$ cat src/rtl/hazard_ctrl.sv
// Pipeline hazard sequencer: load-use bubbles, multi-cycle stalls, bus freeze, redirect.
// Optional perf counters are built when HAZARD_PERF_EN is defined.
module hazard_ctrl #(
    parameter int REG_W      = 5,
    parameter int LU_BUBBLES = 2,
    parameter int PERF_W     = 32
) (
    input  logic             clk,
    input  logic             reset,
    input  logic             d_valid,
    input  logic [REG_W-1:0] d_ra1,
    input  logic [REG_W-1:0] d_ra2,
    input  logic             d_use1,
    input  logic             d_use2,
    input  logic             e_valid,
    input  logic [REG_W-1:0] e_dst,
    input  logic             e_regwrite,
    input  logic             e_memread,
    input  logic             e_multi_start,
    input  logic             e_multi_done,
    input  logic             e_redirect,
    input  logic             m_req,
    input  logic             m_ack,
    output logic             stall_f,
    output logic             stall_d,
    output logic             stall_e,
    output logic             stall_m,
    output logic             bubble_e,
    output logic             bubble_m,
    output logic             bubble_w,
    output logic             flush_d,
    output logic             busy
`ifdef HAZARD_PERF_EN
    ,
    output logic [PERF_W-1:0] perf_stall_cyc,
    output logic [PERF_W-1:0] perf_lu_events
`endif
);

    localparam int CNT_W = $clog2(LU_BUBBLES + 1);

    localparam logic [1:0] RUN     = 2'd0;
    localparam logic [1:0] LOADUSE = 2'd1;
    localparam logic [1:0] MULTI   = 2'd2;

    logic [1:0]       state;
    logic [1:0]       stateNext;
    logic [CNT_W-1:0] luCnt;
    logic [CNT_W-1:0] luCntNext;
    logic             freeze;
    logic             src1Hit;
    logic             src2Hit;
    logic             luHit;
    logic             luTake;

    assign freeze  = m_req & ~m_ack;
    assign src1Hit = d_use1 & (d_ra1 == e_dst);
    assign src2Hit = d_use2 & (d_ra2 == e_dst);
    assign luHit   = d_valid & e_valid & e_memread & e_regwrite
                   & (e_dst != '0) & (src1Hit | src2Hit);

    always_comb begin
        stall_f   = 1'b0;
        stall_d   = 1'b0;
        stall_e   = 1'b0;
        stall_m   = 1'b0;
        bubble_e  = 1'b0;
        bubble_m  = 1'b0;
        bubble_w  = 1'b0;
        flush_d   = 1'b0;
        luTake    = 1'b0;
        stateNext = state;
        luCntNext = luCnt;
        if (!reset) begin
            stateNext = RUN;
        end else if (freeze) begin
            // bus wait: hold everything up to M, drain W with a NOP
            stall_f  = 1'b1;
            stall_d  = 1'b1;
            stall_e  = 1'b1;
            stall_m  = 1'b1;
            bubble_w = 1'b1;
        end else begin
            unique case (1'b1)
                (state == RUN): begin
                    if (e_redirect) begin
                        flush_d  = 1'b1;
                        bubble_e = 1'b1;
                    end else if (e_multi_start) begin
                        stall_f   = 1'b1;
                        stall_d   = 1'b1;
                        stall_e   = 1'b1;
                        bubble_m  = 1'b1;
                        stateNext = MULTI;
                    end else if (luHit) begin
                        stall_f   = 1'b1;
                        stall_d   = 1'b1;
                        bubble_e  = 1'b1;
                        luTake    = 1'b1;
                        luCntNext = CNT_W'(LU_BUBBLES - 1);
                        stateNext = (LU_BUBBLES > 1) ? LOADUSE : RUN;
                    end
                end
                (state == LOADUSE): begin
                    stall_f   = 1'b1;
                    stall_d   = 1'b1;
                    bubble_e  = 1'b1;
                    luCntNext = luCnt - CNT_W'(1);
                    if (luCnt <= CNT_W'(1)) begin
                        stateNext = RUN;
                    end
                end
                (state == MULTI): begin
                    // done cycle lets the result advance into M
                    if (e_multi_done) begin
                        stateNext = RUN;
                    end else begin
                        stall_f  = 1'b1;
                        stall_d  = 1'b1;
                        stall_e  = 1'b1;
                        bubble_m = 1'b1;
                    end
                end
                default: begin
                    stateNext = RUN;
                    luCntNext = '0;
                end
            endcase
        end
    end

    assign busy = reset & (state != RUN);

    always_ff @(posedge clk or negedge reset) begin
        if (!reset) begin
            state <= RUN;
            luCnt <= '0;
        end else begin
            state <= stateNext;
            luCnt <= luCntNext;
        end
    end

`ifdef HAZARD_PERF_EN
    logic [PERF_W-1:0] stallCyc;
    logic [PERF_W-1:0] luEvents;

    always_ff @(posedge clk or negedge reset) begin
        if (!reset) begin
            stallCyc <= '0;
            luEvents <= '0;
        end else begin
            if (stall_f) begin
                stallCyc <= stallCyc + PERF_W'(1);
            end
            if (luTake) begin
                luEvents <= luEvents + PERF_W'(1);
            end
        end
    end

    assign perf_stall_cyc = stallCyc;
    assign perf_lu_events = luEvents;
`endif

endmodule

$ cat config.mk
export PLATFORM = sky130hd
export DESIGN_NAME = hazard_ctrl
export DESIGN_NICKNAME = d
export VERILOG_FILES = /design/src/rtl/hazard_ctrl.sv
export SDC_FILE = /design/constraint.sdc
export NUM_CORES = 1
export LEC_CHECK = 0
export BUFFER_PORTS_ARGS = -buffer_cell sky130_fd_sc_hd__buf_2
export CELL_PAD_IN_SITES_DETAIL_PLACEMENT = 1
export CELL_PAD_IN_SITES_GLOBAL_PLACEMENT = 1
export CORE_MARGIN = 2
export CORE_UTILIZATION = 28
export CTS_CLUSTER_DIAMETER = 60
export CTS_CLUSTER_SIZE = 12
export DETAILED_ROUTE_END_ITERATION = 8
export GPL_TIMING_DRIVEN = 1
export HOLD_SLACK_MARGIN = 0.06
export PLACE_DENSITY_LB_ADDON = 0.1
export RECOVER_POWER = 25
export SKIP_LAST_GASP = 1
export SLEW_MARGIN = 0
export SYNTH_ARGS = -nofsm -noshare
export SYNTH_HDL_FRONTEND = slang
export SYNTH_SLANG_ARGS = --single-unit
$ cat constraint.sdc
create_clock -name clk -period 2.97 [get_ports clk]
set_input_delay 0.1485 -clock clk [delete_from_list [all_inputs] [get_ports clk]]
set_output_delay 0.1485 -clock clk [all_outputs]
set_load 0.05 [all_outputs]
======== After elaboration in Yosys (flattened, before gate mapping) ========
Index checks and enable logic that the tools add are counted.
Widths: inputs -> output; s select.
storage, ports and cells
  bits in registers ....................... 4
  bits of input ports ..................... 28
  output and inout port bits .............. 9
  word-level logic and storage cells ...... 70
operators by class
  $add $sub $neg .......................... 1
  order comparisons ....................... 1
  equality and inequality tests ........... 12
  mux-type cells .......................... 36
  bitwise operators ....................... 13
  reductions and logical operators ........ 5
operator list
  kind                 count
  $mux 1               22
  $mux 2               9
  $pmux 2 s3           2
  $eq 5x5->1           2
  $and 1x1->1          9
  $ne 2x2->1 const B   4
  $ne 3x3->1 const B   2
  $reduce_and 6->1     1
  $reduce_and 5->1     1
  $reduce_bool 5->1    1
  $ne 4x4->1 const B   1
  $pmux 1 s2           2
  $ne 3x2->1 const B   1
  $not 1->1            3
  $pmux 1 s3           1
  $eq 2x1->1 const B   1
  $eq 2x2->1 const B   1
  $le 2x1->1 const B   1
  $logic_not 2->1      1
  $reduce_bool 2->1    1
  $sub 2x1->2 const B  1
  $or 1x1->1           1

======== Logic depth before layout (Yosys ltp) ========
  depth after elaboration ................. 11
  mapped depth ............................ 6
  mapped depth without buffers ............ 5

======== Worst setup path before layout ========
Ideal clock, no wire load.
  path type ............................... reg-to-output
  from .................................... register state[0]
  to ...................................... output port flush_d
  arrival ................................. 2.280 ns
  data required time ...................... 2.822 ns
  path slack .............................. 0.542 ns
  cell stages (with the launch flop) ...... 3
  path buffers ............................ 1
  cell sequence ........................... dfrtp_1 clkbuf_1 nor4b_1
on the way
  longest elaborated chain between the ends .. 4
RTL lines
  item                    RTL line  RTL
  from (decl)             46        logic [1:0] state;
  from (signal assigned)  139       state <= stateNext;
  $logic_not 2->1         85        (state == RUN): begin
  $mux 1                  84        unique case (1'b1)
  $mux 1                  76        end else if (freeze) begin
  $mux 1                  74        if (!reset) begin
  to (decl)               31        output logic flush_d,
Every way passes these cells.

======== Worst setup path after layout ========
  from .................................... input port reset
  to ...................................... output port flush_d
on the way
  longest elaborated chain between the ends .. 1
RTL lines
  item         RTL line  RTL
  from (decl)  9         input logic reset,
  $mux 1       74
Every way passes these cells.

==> results.md <==
- Synth top area cells: dfrtp_1, xor2_1, o21ai_0, nand2_1, nor2_1
- Crit share post-route: a little under three quarters
- CTS sink cnt: 4
- Most common cell after layout, fill and taps aside: buf_2
- R2R depth: 5
- Area share of the largest cell type after synthesis: 19.4%
- Clk pwr share: 30.6%
- Overall die height: 46.9 µm
- Die ar.: roughly 2200 µm²
- Post-synthesis cell area: ~520 µm²
- CTS tree: built
- Critical-path maximum fanout: 12
- Routed WL: 1550 µm
- Critical path class: primary input to primary output
- Antenna viol nets, final: 0
- GRT Total Usage: 17.0%
- Layout cells sized above 1: about two fifths
- Worst path cell trace: dlygate4sd3_1 -> clkbuf_1 -> nand2_1 -> nor4b_1 -> buf_2
- Post-synth cell types: 31
- Total leakage power: 0.364 nW
- Most frequent cells in the layout: buf_2, xor2_1, nand2_1, nor2_1, o21ai_0
- Via count: about 630
- Clk_lat worst skew: 230 ps
- Internal: 0.137 mW
- Number of remaining DRC errors: 0
- Fillers: around 230
- Sequential area share after synthesis: 19.4%
- Peak VDD IR: 145 µV
- Worst EP required: 2820 ps
- Max-slew headroom: 67.2%
- Final setup viols: 0
- Mean Syn Cell Area: around 7.6 µm²
- Fin Setup TNS: 0 ps
- Synth warn: 0
- Crit path largest cell delay: 530 ps
- Post-CTS sizing: 0
- Routability cong.: around 0.8
- DR iter-0 viols: 2
- Slew Limit Fails: 0
- Initial antenna violation count: 0
- Clk pin slew, worst setup/hold paths: 40 ps
- Seq cells post-synth: 4
- Unrepaired setup endpoints after global routing: no
- HPWL after detailed placement: 1310 µm
- Syn nets: 97
- Family with the most delay on the worst path: buffers and inverters
- Worst Path Arrival: 1980 ps
- Status: finished, final reports clean
- Die X: about 47 µm
- Fmax: 469 MHz
- IO buf count: 36
- Power share of the combinational group: 42.5%
- Vias in the first global route: 661
- First-pass GRT wire length: roughly 2700 µm
- Hold Crit Depth: 3
- Period minus WS final: 2130 ps
- CP endpoint kind: primary output
- Min-delay worst type: primary input to register
- Clock Tree Root: clkbuf_4
- Max cap viols: 0
- Htree depth: 1
- Num CTS Buffers: 3
- Worst Max-Slew Pin Slew: a little under 500 ps
- Largest net degree at the start of global routing: 15
- CP Depth: 5
- Final hold violations: 0
- Via density: 4.85
- Slowest stage cell, crit path: dlygate4sd3_1
- Final Cell Area: 736 µm²
- Final nets: 135
- Initial core utilization: 29.9%
- CTS max path bufs: 2
- P_sw: 0.0843 mW
- Worst Skew: 0.874 ps
- # rows: 15
- Placed Area: just over 700 µm²
- CP Buf/Inv Count: 3
- Sw Share: 38.0%
- # IOs: 37
- Diode count: 0
- Power Density: approximately 300 nW/µm²
- Average wire per standard cell: 12.0 µm
- Cells after synthesis: 68
- Overflow after GRT: 0
- Core area: 1730 µm²
- Area leader, netlist: dfrtp_1
- Startpoint types: primary input
- Layout area overhead: 42.7%
- Flop pwr share: 26.9%
- DR pass1 iterations: 4
[synth_stat cells, drive strengths merged]
library cell and count:
a211oi 1, a21o 1, a21oi 2, a31oi 1, a32oi 1, and2 4
and4 1, buf 2, clkbuf 2, dfrtp 4, ha 1, inv 1
mux2i 1, nand2 6, nand2b 2, nand3 2, nor2 6, nor2b 2
nor3 1, nor4 3, nor4b 1, o21a 2, o21ai 8, o31ai 1
or3 1, or4 1, xnor2 2, xor2 8
[final cells by class]
type                    count  area (µm²)  share of cell area, %
clock buffers               3        22.5                   3.06
repair buffers             37         189                   25.7
flip-flops and latches      4         100                   13.6
inverters                   1        3.75                  0.510
multi-input cells          59         389                   52.9
well taps                  25        31.3                   4.25
[final timing paths]
path / from / to / slack, ps
max: reset / flush_d / 840
min: e_multi_start / luCnt[0] / 300
max reg2reg: state[1] / luCnt[1] / 1540
min reg2reg: luCnt[0] / luCnt[0] / 560
max in group asynchronous: reset / state[1] / 2240
min in group asynchronous: reset / luCnt[0] / 400
[power by group through the flow]
stage	Combinational, mW	Clock, mW	Sequential, mW
floorplan	0.0612	0	0.0577
global placement	0.0926	0	0.0604
detailed placement	0.0941	0	0.0603
finish	0.0941	0.0678	0.0595
CTS	0.0957	0.0713	0.0596
global route	0.103	0.0769	0.0600
[sequential cells by signal, summed over array words and instances (netlist names)]
signal,flops
luCnt,2
state,2
[cells by family after synthesis]
logic type	count (synthesis)	share of synthesized area, %
compound gates	17	20.9
xor+xnor	10	17.0
fa+ha+maj	1	2.43
buf+inv	5	5.10
flops	4	19.4
mux	1	1.94
simple gates	30	33.3
[per-stage QoR]
stage               worst slack [ps]  power (mW)  hold WS (ps)  instances  util [%]
floorplan                        542       0.119          -147         68         -
global placement                1110       0.153          12.9        125      40.8
detailed placement              1050       0.154          13.0        125      40.8
CTS                             1050       0.227           285        129      42.7
global route                     609       0.240           297        129      42.6
finish                           837       0.221           298        129      42.6
[worst min-delay path, delay by kind of cell]
family	cells	cell delay (ps)
AO/OA/AOI/OAI	1	70
buffers and inverters	1	120
AND/OR/NAND/NOR	1	150
[routing by layer]
layer	part of all wire [%]	wire (µm)	track usage [%]
met4	0	0	0
met1	47	728	20.2
met5	0	0	0
met3	5.9	91	6.54
met2	47	726	30.7
[timing repair]
action	in CTS	in global routing
hold endpoints to repair	4	0
setup endpoints to repair	0	0
buffers inserted	0	0
hold buffers	1	0
No activity file was read; power rests on OpenSTA's default activity.
